### config.mk
export PLATFORM = sky130hd
export DESIGN_NAME = pq_multibank_buffer
export DESIGN_NICKNAME = d
export VERILOG_FILES = /design/src/rtl/pq_multibank_buffer.sv
export SDC_FILE = /design/constraint.sdc
export NUM_CORES = 1
export LEC_CHECK = 0
export ABC_CLOCK_PERIOD_IN_PS = 9310
export CORE_MARGIN = 2
export CORE_UTILIZATION = 35
export DETAILED_ROUTE_END_ITERATION = 12
export DONT_BUFFER_PORTS = 1
export GPL_TIMING_DRIVEN = 0
export PLACE_DENSITY = 0.49
export SYNTH_ARGS = -nofsm -noshare
export SYNTH_HDL_FRONTEND = slang
export SYNTH_HIERARCHICAL = 1
export SYNTH_SLANG_ARGS = --single-unit
### constraint.sdc
create_clock -name clk -period 9.31 [get_ports clk]
set_clock_uncertainty 0.2 [all_clocks]
set_input_delay 2.793 -clock clk [delete_from_list [all_inputs] [get_ports clk]]
set_output_delay 2.793 -clock clk [all_outputs]
set_load 0.01 [all_outputs]
### src/rtl/pq_multibank_buffer.sv
// pq_multibank_buffer: N-bank round-robin frame buffer with one single-port RAM per bank.
// Optional feature macro: PQ_BUF_WLEN_EN adds per-bank frame length storage and the rd_len port.

module pq_sp_ram #(
  parameter int DATA_WIDTH = 8,
  parameter int ADDR_WIDTH = 4
) (
  input  logic                  clk,
  input  logic                  we,
  input  logic                  en,
  input  logic [ADDR_WIDTH-1:0] addr,
  input  logic [DATA_WIDTH-1:0] wdata,
  output logic [DATA_WIDTH-1:0] rdata
);
  localparam int DEPTH = 1 << ADDR_WIDTH;

  logic [DATA_WIDTH-1:0] mem_r [DEPTH];

  // Single port: the top never writes and reads the same bank in one cycle
  always_ff @(posedge clk) begin
    if (we) begin
      mem_r[addr] <= wdata;
    end else if (en) begin
      rdata <= mem_r[addr];
    end
  end
endmodule

module pq_multibank_buffer #(
  parameter int DATA_WIDTH = 8,
  parameter int ADDR_WIDTH = 4,
  parameter int NUM_BANKS  = 2,
  localparam int CNT_W     = $clog2(NUM_BANKS + 1)
) (
  input  logic                  clk,
  input  logic                  rst_n,
  input  logic                  wr_valid,
  output logic                  wr_ready,
  input  logic [DATA_WIDTH-1:0] wr_data,
  input  logic                  wr_last,
  output logic                  rd_bank_valid,
  input  logic                  rd_en,
  input  logic [ADDR_WIDTH-1:0] rd_addr,
  input  logic                  rd_done,
  output logic [DATA_WIDTH-1:0] rd_data,
  output logic                  rd_data_valid,
  output logic [CNT_W-1:0]      bank_cnt
`ifdef PQ_BUF_WLEN_EN
  ,
  output logic [ADDR_WIDTH:0]   rd_len
`endif
);
  localparam int BANK_W = $clog2(NUM_BANKS);

  logic [BANK_W-1:0]     wr_bank_r;
  logic [BANK_W-1:0]     rd_bank_r;
  logic [BANK_W-1:0]     rd_sel_r;
  logic [ADDR_WIDTH-1:0] wr_ptr_r;
  logic [CNT_W-1:0]      bank_cnt_r;
  logic                  rd_pend_r;
  logic                  rd_data_valid_r;
  logic [DATA_WIDTH-1:0] rd_data_r;
  logic [DATA_WIDTH-1:0] rd_mux_s;
  logic                  accept_s;
  logic                  commit_s;
  logic                  release_s;
  logic                  rd_fire_s;
  logic                  ptr_full_s;
  logic [DATA_WIDTH-1:0] ram_q [NUM_BANKS];

  // Round-robin successor; explicit compare so non-power-of-2 bank counts wrap correctly
  function automatic logic [BANK_W-1:0] next_bank(input logic [BANK_W-1:0] bank);
    if (bank == BANK_W'(NUM_BANKS - 1)) begin
      next_bank = {BANK_W{1'b0}};
    end else begin
      next_bank = bank + BANK_W'(1);
    end
  endfunction

  assign wr_ready      = rst_n & (bank_cnt_r < CNT_W'(NUM_BANKS));
  assign rd_bank_valid = (bank_cnt_r != {CNT_W{1'b0}});
  assign bank_cnt      = bank_cnt_r;
  assign rd_data       = rd_data_r;
  assign rd_data_valid = rd_data_valid_r;

  // Handshake decode
  always_comb begin
    accept_s   = wr_valid & wr_ready;
    ptr_full_s = (wr_ptr_r == {ADDR_WIDTH{1'b1}});
    commit_s   = accept_s & (wr_last | ptr_full_s);
    release_s  = rst_n & rd_done & rd_bank_valid;
    rd_fire_s  = rst_n & rd_en & rd_bank_valid;
  end

  // Fill-side pointers: word pointer and current fill bank
  always_ff @(posedge clk) begin
    if (!rst_n) begin
      wr_ptr_r  <= {ADDR_WIDTH{1'b0}};
      wr_bank_r <= {BANK_W{1'b0}};
    end else if (commit_s) begin
      wr_ptr_r  <= {ADDR_WIDTH{1'b0}};
      wr_bank_r <= next_bank(wr_bank_r);
    end else if (accept_s) begin
      wr_ptr_r  <= wr_ptr_r + ADDR_WIDTH'(1);
    end
  end

  // Read-side bank pointer, advanced on release
  always_ff @(posedge clk) begin
    if (!rst_n) begin
      rd_bank_r <= {BANK_W{1'b0}};
    end else if (release_s) begin
      rd_bank_r <= next_bank(rd_bank_r);
    end
  end

  // Committed-bank counter; simultaneous commit and release cancel out
  always_ff @(posedge clk) begin
    if (!rst_n) begin
      bank_cnt_r <= {CNT_W{1'b0}};
    end else begin
      case ({commit_s, release_s})
        2'b10:   bank_cnt_r <= bank_cnt_r + CNT_W'(1);
        2'b01:   bank_cnt_r <= bank_cnt_r - CNT_W'(1);
        default: bank_cnt_r <= bank_cnt_r;
      endcase
    end
  end

  // Read pipeline: bank select travels with the RAM read, then the output register
  always_ff @(posedge clk) begin
    if (!rst_n) begin
      rd_pend_r       <= 1'b0;
      rd_sel_r        <= {BANK_W{1'b0}};
      rd_data_valid_r <= 1'b0;
      rd_data_r       <= {DATA_WIDTH{1'b0}};
    end else begin
      rd_pend_r       <= rd_fire_s;
      rd_data_valid_r <= rd_pend_r;
      if (rd_fire_s) begin
        rd_sel_r <= rd_bank_r;
      end
      if (rd_pend_r) begin
        rd_data_r <= rd_mux_s;
      end
    end
  end

  // AND-OR output mux over bank read ports
  always_comb begin
    rd_mux_s = {DATA_WIDTH{1'b0}};
    for (int i = 0; i < NUM_BANKS; i++) begin
      rd_mux_s = rd_mux_s | (ram_q[i] & {DATA_WIDTH{rd_sel_r == BANK_W'(i)}});
    end
  end

  for (genvar g = 0; g < NUM_BANKS; g++) begin : g_bank
    logic                  we_s;
    logic                  en_s;
    logic [ADDR_WIDTH-1:0] addr_s;

    assign we_s   = accept_s & (wr_bank_r == BANK_W'(g));
    assign en_s   = rd_fire_s & (rd_bank_r == BANK_W'(g));
    assign addr_s = we_s ? wr_ptr_r : rd_addr;

    pq_sp_ram #(
      .DATA_WIDTH (DATA_WIDTH),
      .ADDR_WIDTH (ADDR_WIDTH)
    ) u_ram (
      .clk   (clk),
      .we    (we_s),
      .en    (en_s),
      .addr  (addr_s),
      .wdata (wr_data),
      .rdata (ram_q[g])
    );
  end

`ifdef PQ_BUF_WLEN_EN
  logic [ADDR_WIDTH:0] len_r [NUM_BANKS];

  // Per-bank frame length captured at commit
  always_ff @(posedge clk) begin
    if (!rst_n) begin
      for (int i = 0; i < NUM_BANKS; i++) begin
        len_r[i] <= {(ADDR_WIDTH + 1){1'b0}};
      end
    end else begin
      for (int i = 0; i < NUM_BANKS; i++) begin
        if (commit_s && (wr_bank_r == BANK_W'(i))) begin
          len_r[i] <= {1'b0, wr_ptr_r} + (ADDR_WIDTH + 1)'(1);
        end
      end
    end
  end

  // Length of the current read bank, zero when nothing is committed
  always_comb begin
    rd_len = {(ADDR_WIDTH + 1){1'b0}};
    for (int i = 0; i < NUM_BANKS; i++) begin
      rd_len = rd_len | (len_r[i] & {(ADDR_WIDTH + 1){rd_bank_valid && (rd_bank_r == BANK_W'(i))}});
    end
  end
`else
  // Without the length feature the frame length is not retained.
`endif

endmodule

# ---- Yosys cells after proc, flatten, opt, wreduce, memory -nomap -nowiden
# Memories as Yosys holds them, arrays and structs flattened. A register that Yosys moved wholly into a read port is not among the register bits.
# Index checks and enable logic that the tools add are counted.
dict set report totals {
  ram_bits 256
  ff_bits 19
  n_memories 2
  input_bits 18
}
dict set report op_classes {
  n_eq_ne 3
  add_sub_neg 5
  n_bitwise 21
  reduce_logical 5
  n_lt_le_gt_ge 1
  muxes 9
}
# name depth word_bits read_ports rd_ports_with_merged_regs write_ports line
set mem_list {}
lappend mem_list {{g_bank[0].u_ram.mem_r} 16 8 1 1 1 17} ;# logic [DATA_WIDTH-1:0] mem_r [DEPTH];
lappend mem_list {{g_bank[1].u_ram.mem_r} 16 8 1 1 1 17}
# op count
set op_table {}
lappend op_table {{AND 8 bit} 2}
lappend op_table {{AND 1 bit} 11}
lappend op_table {{two-way mux 4 bit} 2}
lappend op_table {{OR 8 bit} 1}
lappend op_table {{two-way mux 1 bit} 6}
lappend op_table {{inverter 1 bit} 6}
lappend op_table {{adder 4 x 1 -> 4 bit, second input constant} 1}
lappend op_table {{equality test 4 bit, second input constant} 1}
lappend op_table {{one-hot mux 2 bit (2 select lines)} 1}
lappend op_table {{AND reduction 2 bit} 2}
lappend op_table {{nonzero test 2 bit} 2}
lappend op_table {{adder 1 bit, second input constant} 2}
lappend op_table {{adder 2 x 1 -> 2 bit, second input constant} 1}
lappend op_table {{equality test 2 x 1 -> 1 bit, second input constant} 1}
lappend op_table {{equality test 2 bit, second input constant} 1}
lappend op_table {{< comparator 2 bit, second input constant} 1}
lappend op_table {{OR reduction 2 bit} 1}
lappend op_table {{subtractor 2 x 1 -> 2 bit, second input constant} 1}
lappend op_table {{OR 1 bit} 1}

# ---- Longest topological paths before layout
# Gate-level depths: netlist (run 1).
dict set report depth {
  ltp_word 6
  mapped_depth 9
  ltp_nobuf 7
}

# ---- Hierarchy
# The synthesis (run 1) kept the hierarchy.
# module cells_each area_per_inst_um2 n_inst seq_area_each_um2
set modules_own_cells {}
lappend modules_own_cells {pq_sp_ram 231 5153.7 2 4083.9}
lappend modules_own_cells {pq_multibank_buffer 103 991.0 1 380.4}

# ---- Worst setup path after synthesis (run 1)
# Ideal clock, no wire load.
dict set report synth_timing {
  path_kind {input to output}
  from {input port rst_n}
  to {output port wr_ready}
  n_path_buf 1
  arrival_ns 3.362
  path_slack_ns 2.955
  cell_stages 3
  cell_sequence {clkinv_1 -> clkbuf_1 -> nor2_1}
}
dict set report synth_between {
  elab_chain_cells 1
}
# item line
set synth_rtl {}
lappend synth_rtl {{start: declaration} 36} ;# input logic rst_n,
lappend synth_rtl {{AND 1 bit} 80} ;# assign wr_ready = rst_n & (bank_cnt_r < CNT_W'(NUM_BANKS));
lappend synth_rtl {{end: declaration} 38} ;# output logic wr_ready,
# Every way passes these cells.

# ---- Worst setup path in the final report (run 1)
# Same ends and word-level chain as after synthesis.

==> results of run 1 <==
## metal layers
layer / up-vias / wire length, um
met2: 119 / 11500
li1: 2373 / -
met4: 0 / 425
met1: 2851 / 10800
met3: 33 / 962
met5: - / 0
## cell type report
type	count	share of cell area
Sequential cell	291	0.671
Multi-Input combinational cell	245	0.205
Clock buffer	31	0.0575
Tap cell	402	0.0395
Clock inverter	22	0.0147
Buffer	27	0.0117
Inverter	2	0.000589
Timing Repair Buffer	1	0.000393
## report_power, final
part,leakage (nW),switching [mW],internal (mW)
clock,0.457,0.476,0.651
sequential,2.60,0.00631,1.44
combinational,0.891,0.0765,0.0600
total,3.95,0.559,2.15
## worst paths after layout
check | to | slack, ns | depth (start not counted)
hold reg to reg | wr_ptr_r[1] | 0.33 | 2
setup / recovery | wr_ready | 2.78 | 3
hold / removal | wr_ptr_r[1] | 0.33 | 2
setup reg to reg | g_bank[1].u_ram/mem_r[3][7] | 5.66 | 7
## synth_stat cells (all sizes together)
cell type,number,share of area
clkinv,1,0.00033
or2,1,0.00055
or4,1,0.00066
nand3b,4,0.0027
inv,1,0.00033
edfxtp,272,0.72
xnor2,1,0.00078
nor3,8,0.0035
clkbuf,8,0.0029
or4b,1,0.00089
nand3,4,0.0018
o21ai,4,0.0018
and2,4,0.0022
nand2,23,0.0076
or3b,2,0.0016
and3b,1,0.00078
mux2i,9,0.0080
mux2,8,0.0093
o211a,1,0.00089
a211oi,8,0.0053
xor2,2,0.0016
a31oi,2,0.0011
nor2,40,0.013
a31o,1,0.00078
ha,2,0.0022
buf,19,0.010
a21oi,5,0.0022
nor2b,8,0.0051
nand4b,1,0.00078
or3,3,0.0020
a22oi,32,0.021
dfxtp,19,0.034
mux4,64,0.13
nand2b,5,0.0034
## state kept, by name, indices dropped and copies added, names as in the netlist
register and cells:
bank_cnt 2, g_bank.u_ram/mem_r 256, g_bank.u_ram/rdata 16, rd_bank_r 1, rd_data 8, rd_data_valid 1
rd_pend_r 1, rd_sel_r 1, wr_bank_r 1, wr_ptr_r 4
## stage by stage
stage	std cells	worst slack (ns)	instance area (sq um)	total power, mW	utilization
floorplan	565	2.95	11300	1.57	-
global placement	967	2.78	11800	1.61	0.373
detailed placement	967	2.77	11800	1.61	0.373
CTS	1020	2.77	12700	2.74	0.402
global route	1021	2.66	12700	2.80	0.403
finish	1021	2.78	12700	2.71	0.403
## cell families after synthesis
family,synth area share
AO/OA/AOI/OAI,0.0333
XOR/XNOR,0.00233
adder cells (fa/ha/maj),0.00221
buffers and inverters,0.0138
flip-flops,0.757
multiplexers,0.145
AND/OR/NAND/NOR,0.0468
## critical path, delay by kind of cell
family	cells	cell delay (ns)
buf+inv	2	0.49
simple gates	1	0.25
==> insert_results.sql, run 1 <==
INSERT INTO impl_metrics (metric_group, metric, value, unit) VALUES
('clocking', 'insertion_delay', '0.54', 'ns'),
('timing', 'clock.fmax', '153', 'MHz'),
('final_layout', 'mostFrequentLayoutCell', 'sky130_fd_sc_hd__edfxtp_1', ''),
('synthesis', 'yosysWarnings', '6', ''),
('timing', 'period_needed', '6.53', 'ns'),
('critical_path', 'timing.rr.start', 'bank_cnt[1]', ''),
('place', 'place.port_buffers', '0', ''),
('clocking', 'tritoncts', 'built', ''),
('timing', 'setup_viol', '0', ''),
('global_routing', 'global_route.usage.met1', '0.196', ''),
('route', 'drt-pass1-iter-count', '5', ''),
('timing', 'drv_slew', '0', ''),
('final_layout', 'fillerInstances', '2764', ''),
('power_and_ir_drop', 'power-per-cell-area', '213', 'nW/um^2'),
('place', 'place.gp.congestion', '0.804', ''),
('synthesis', 'netlist_instances', '565', ''),
('critical_path', 'critical_path.max_fanout', '10', ''),
('route', 'detailedRoute.firstIterationViolations', '423', ''),
('critical_path', 'critical_path_class', 'in -> out', ''),
('global_routing', 'pin_count_of_the_biggest_net_entering_global_routing', '33', ''),
('final_layout', 'multi_input_comb_area', '2610', 'sq um'),
('route', 'routed_wirelength', '23600', 'um'),
('critical_path', 'ordered_list_of_cells_on_the_worst_path', 'clkinv_1, clkbuf_1, nor2_1', ''),
('timing', 'setup_repair_after_global_routing_missed_its_margin', 'no', ''),
('final_layout', 'mostFrequentLayoutCells', 'sky130_fd_sc_hd__edfxtp_1, sky130_fd_sc_hd__mux4_2, sky130_fd_sc_hd__nor2_1, sky130_fd_sc_hd__a22oi_1, sky130_fd_sc_hd__clkbuf_16', ''),
('synthesis', 'post_synth_instance_area', '11300', 'sq um'),
('place', 'detailed_place_hpwl', '15300', 'um'),
('timing', 'timing_hold_violations_final', '0', ''),
('synthesis', 'synth_fp_nets', '585', ''),
('die', 'initial_utilization', '0.357', ''),
('critical_path', 'cp_data_arrival_time', '3.53', 'ns'),
('route', 'wl_per_cell', '23.1', 'um'),
('final_layout', 'final-seq-area', '8550', 'sq um'),
('critical_path', 'critical_path_required', '6.32', 'ns'),
('clocking', 'post_cts_hold_buffer_count', '0', ''),
('critical_path', 'crit_path_start', 'rst_n', ''),
('die', 'num_ports', '31', ''),
('route', 'dr_total_vias', '5376', ''),
('worst_hold_path', 'hp-start', 'wr_ptr_r[1]', ''),
('run_status', 'run_status', 'finished clean', ''),
('clocking', 'post_cts_resize_count', '0', ''),
('final_layout', 'antennaDiodeCount', '0', ''),
('die', 'floorplan.die_area', '33700', 'sq um'),
('clocking', 'cts_inserted_buffers', '29', ''),
('die', 'core-area', '31600', 'sq um'),
('synthesis', 'post_synthesis_sequential_area_ratio', '0.757', ''),
('final_layout', 'layout-drive-gt1-share', '0.233', ''),
('global_routing', 'met3_global_route_usage', '0.0180', ''),
('global_routing', 'number_of_antenna_violations_at_the_first_check_in_global_routing', '0', ''),
('critical_path', 'cpPeakStageDelay', '0.30', 'ns'),
('die', 'placementRows', '65', ''),
('timing', 'worst_pin_slew', '1.30', 'ns'),
('critical_path', 'critPathLaunchType', 'input pin', ''),
('final_layout', 'layout-area-overhead-vs-synth', '12.8', '%'),
('timing', 'maxSlewHeadroom', '0.129', ''),
('clocking', 'clk_transition_reported_paths', '0.06', 'ns'),
('die', 'die-width', '184', 'um'),
('critical_path', 'capturing_element_type_of_the_critical_path', 'output port', ''),
('synthesis', 'ys_ff_latch', '291', ''),
('clocking', 'cts_max_level', '1', ''),
('global_routing', 'gr-total-overflow', '0', ''),
('flow_run', 'max_cap_violations', '0', ''),
('global_routing', 'global_route_wire_length_before_repair', '34500', 'um'),
('worst_hold_path', 'worst_hold_path_type', 'reg -> reg', ''),
('route', 'detail-route-antenna-nets', '0', ''),
('synthesis', 'synth_area_per_cell', '20.0', 'sq um'),
('global_routing', 'gr-usage-all-layers', '0.140', ''),
('clocking', 'cts_buffer_depth', '3', ''),
('synthesis', 'netlist-cell-type-count', '40', ''),
('clocking', 'cts_post_setup_buffers_inserted', '0', ''),
('clocking', 'cts-root-buf', 'sky130_fd_sc_hd__clkbuf_16', '');
(Power assumes the default switching activity.)
==> run 2, diff against run 1 <==
--- a/config.mk
+++ b/config.mk
@@ -5,13 +5,13 @@
 export SDC_FILE = /design/constraint.sdc
 export NUM_CORES = 1
 export LEC_CHECK = 0
-export ABC_CLOCK_PERIOD_IN_PS = 9310
+export ABC_CLOCK_PERIOD_IN_PS = 5500
 export CORE_MARGIN = 2
 export CORE_UTILIZATION = 35
 export DETAILED_ROUTE_END_ITERATION = 12
 export DONT_BUFFER_PORTS = 1
 export GPL_TIMING_DRIVEN = 0
-export PLACE_DENSITY = 0.49
+export PLACE_DENSITY = 0.51
 export SYNTH_ARGS = -nofsm -noshare
 export SYNTH_HDL_FRONTEND = slang
 export SYNTH_HIERARCHICAL = 1
==> constraint.sdc (replaced) <==
create_clock -name clk -period 5.5 [get_ports clk]
set_clock_uncertainty 0.2 [all_clocks]
set_input_delay 1.65 -clock clk [delete_from_list [all_inputs] [get_ports clk]]
set_output_delay 1.65 -clock clk [all_outputs]
set_load 0.01 [all_outputs]
==> insert_results.sql, run 2 (same netlist as run 1, synthesis figures left out) <==
INSERT INTO impl_metrics (metric_group, metric, value, unit) VALUES
('die', 'num_ports', '31', ''),
('final_layout', 'fin_nets', '616', ''),
('timing', 'maxSlewHeadroom', '0.128', ''),
('timing', 'period_needed', '4.29', 'ns'),
('global_routing', 'global_route_wire_length_before_repair', '35500', 'um'),
('flow_run', 'max_cap_violations', '0', ''),
('route', 'detail-route-antenna-nets', '0', ''),
('clocking', 'cts_inserted_buffers', '28', ''),
('final_layout', 'fillerInstances', '2774', ''),
('worst_hold_path', 'worst_hold_path_type', 'reg -> reg', ''),
('critical_path', 'critPathLaunchType', 'input pin', ''),
('run_status', 'run_status', 'finished clean', ''),
('route', 'routed_wirelength', '23800', 'um'),
('timing', 'worst_pin_slew', '1.30', 'ns'),
('die', 'placementRows', '65', ''),
('critical_path', 'cpPeakStageDelay', '0.32', 'ns'),
('clocking', 'cts.sink_count', '291', ''),
('place', 'detailed_place.area', '11800', 'sq um'),
('final_layout', 'final-instance-count-excl-fill', '1017', ''),
('global_routing', 'first_global_vias', '5643', ''),
('critical_path', 'critical_path_required', '3.65', 'ns'),
('final_layout', 'regMostFlops', 'g_bank.u_ram/mem_r', ''),
('timing', 'timing_hold_violations_final', '0', ''),
('clocking', 'post_cts_hold_buffer_count', '0', ''),
('timing', 'setup-tns-final', '0', 'ns'),
('die', 'die-width', '184', 'um'),
('critical_path', 'critical_path_class', 'in -> out', ''),
('final_layout', 'mostFrequentLayoutCell', 'sky130_fd_sc_hd__edfxtp_1', ''),
('final_layout', 'antennaDiodeCount', '0', ''),
('timing', 'final.period_utilization', '0.781', ''),
('clocking', 'cts_max_level', '1', ''),
('route', 'detailedRoute.firstIterationViolations', '605', ''),
('clocking', 'cts_post_setup_buffers_inserted', '0', ''),
('power_and_ir_drop', 'power-per-cell-area', '356', 'nW/um^2'),
('die', 'chipHeight', '184', 'um'),
('die', 'floorplan.die_area', '33700', 'sq um'),
('clocking', 'post_cts_resize_count', '0', ''),
('place', 'place.port_buffers', '0', ''),
('timing', 'clock.fmax', '233', 'MHz'),
('final_layout', 'layout-area-overhead-vs-synth', '12.5', '%'),
('critical_path', 'critPathSlowestCell', 'sky130_fd_sc_hd__clkbuf_1', ''),
('final_layout', 'final-seq-area', '8550', 'sq um'),
('power_and_ir_drop', 'p_leak', '3.93', 'nW'),
('final_layout', 'finish.instance_area', '12700', 'sq um'),
('power_and_ir_drop', 'max-vdd-ir-drop', '0.178', 'mV'),
('route', 'vias_per_cell', '5.27', ''),
('global_routing', 'number_of_antenna_violations_at_the_first_check_in_global_routing', '0', ''),
('final_layout', 'largest_register_ffs', '256', ''),
('global_routing', 'pin_count_of_the_biggest_net_entering_global_routing', '33', ''),
('final_layout', 'mostFrequentLayoutCells', 'sky130_fd_sc_hd__edfxtp_1, sky130_fd_sc_hd__mux4_2, sky130_fd_sc_hd__nor2_1, sky130_fd_sc_hd__a22oi_1, sky130_fd_sc_hd__clkbuf_16', ''),
('route', 'wl_per_cell', '23.4', 'um'),
('clocking', 'tritoncts', 'built', ''),
('final_layout', 'multi_input_comb_area', '2620', 'sq um'),
('route', 'drc_errors', '0', ''),
('timing', 'setup_viol', '0', ''),
('final_layout', 'layout-drive-gt1-share', '0.229', ''),
('place', 'dp_cells', '967', ''),
('global_routing', 'gr-total-overflow', '0', ''),
('critical_path', 'cp_data_arrival_time', '2.44', 'ns'),
('timing', 'setup_repair_after_global_routing_missed_its_margin', 'no', ''),
('timing', 'drv_slew', '0', ''),
('place', 'place.gp.congestion', '0.837', ''),
('clocking', 'insertion_delay', '0.54', 'ns'),
('route', 'drt-pass1-iter-count', '5', ''),
('clocking', 'cts_buffer_depth', '3', ''),
('critical_path', 'ordered_list_of_cells_on_the_worst_path', 'clkinv_1, clkbuf_1, nor2_1', ''),
('route', 'dr_total_vias', '5362', ''),
('critical_path', 'critical_path.max_fanout', '10', ''),
('place', 'detailed_place_hpwl', '15200', 'um'),
('clocking', 'clk_transition_reported_paths', '0.06', 'ns'),
('clocking', 'cts-root-buf', 'sky130_fd_sc_hd__clkbuf_16', ''),
('global_routing', 'gr-usage-all-layers', '0.144', ''),
('critical_path', 'capturing_element_type_of_the_critical_path', 'output port', ''),
('die', 'core-area', '31600', 'sq um'),
('die', 'initial_utilization', '0.357', '');
-- run 2: final cells by class --
class,count,share of cell area
Timing Repair Buffer,1,0.000591
Sequential cell,291,0.673
Tap cell,402,0.0396
Clock buffer,34,0.0586
Multi-Input combinational cell,245,0.206
Inverter,2,0.000591
Clock inverter,15,0.0101
Buffer,27,0.0117
-- run 2: worst max-delay path: cells and delay by family --
kind / cells / cell delay (ns)
buffers and inverters: 2 / 0.53
AND/OR/NAND/NOR: 1 / 0.26
-- run 2: report_power, final --
part	internal (mW)	switching (mW)
sequential	2.44	0.0108
clock	1.05	0.785
combinational	0.102	0.129
total	3.59	0.925
-- run 2: stage by stage --
stage | power, mW | utilization | setup slack [ns] | hold WS [ns]
finish | 4.52 | 0.402 | 1.21 | 0.335
global route | 4.66 | 0.402 | 1.08 | 0.367
CTS | 4.57 | 0.401 | 1.15 | 0.333
detailed placement | 2.73 | 0.373 | 0.581 | 0.324
global placement | 2.73 | 0.373 | 0.575 | 0.308
floorplan | 2.66 | - | 1.36 | 0.276
-- run 2: worst paths after layout --
path | start | slack (ns) | end | cells after the start
max | rst_n | 1.21 | wr_ready | 3
min | rd_data[3] | 0.34 | rd_data[3] | 2
max reg2reg | bank_cnt[1] | 1.79 | g_bank[0].u_ram/mem_r[3][4] | 8
min reg2reg | rd_data[3] | 0.34 | rd_data[3] | 2
-- run 2: routing by layer --
metal,GRT usage,part of all wire,up-vias
met5,0,0,-
met4,0.0403,0.017,0
met3,0.0228,0.054,31
met2,0.243,0.49,133
met1,0.195,0.44,2821
li1,-,-,2377
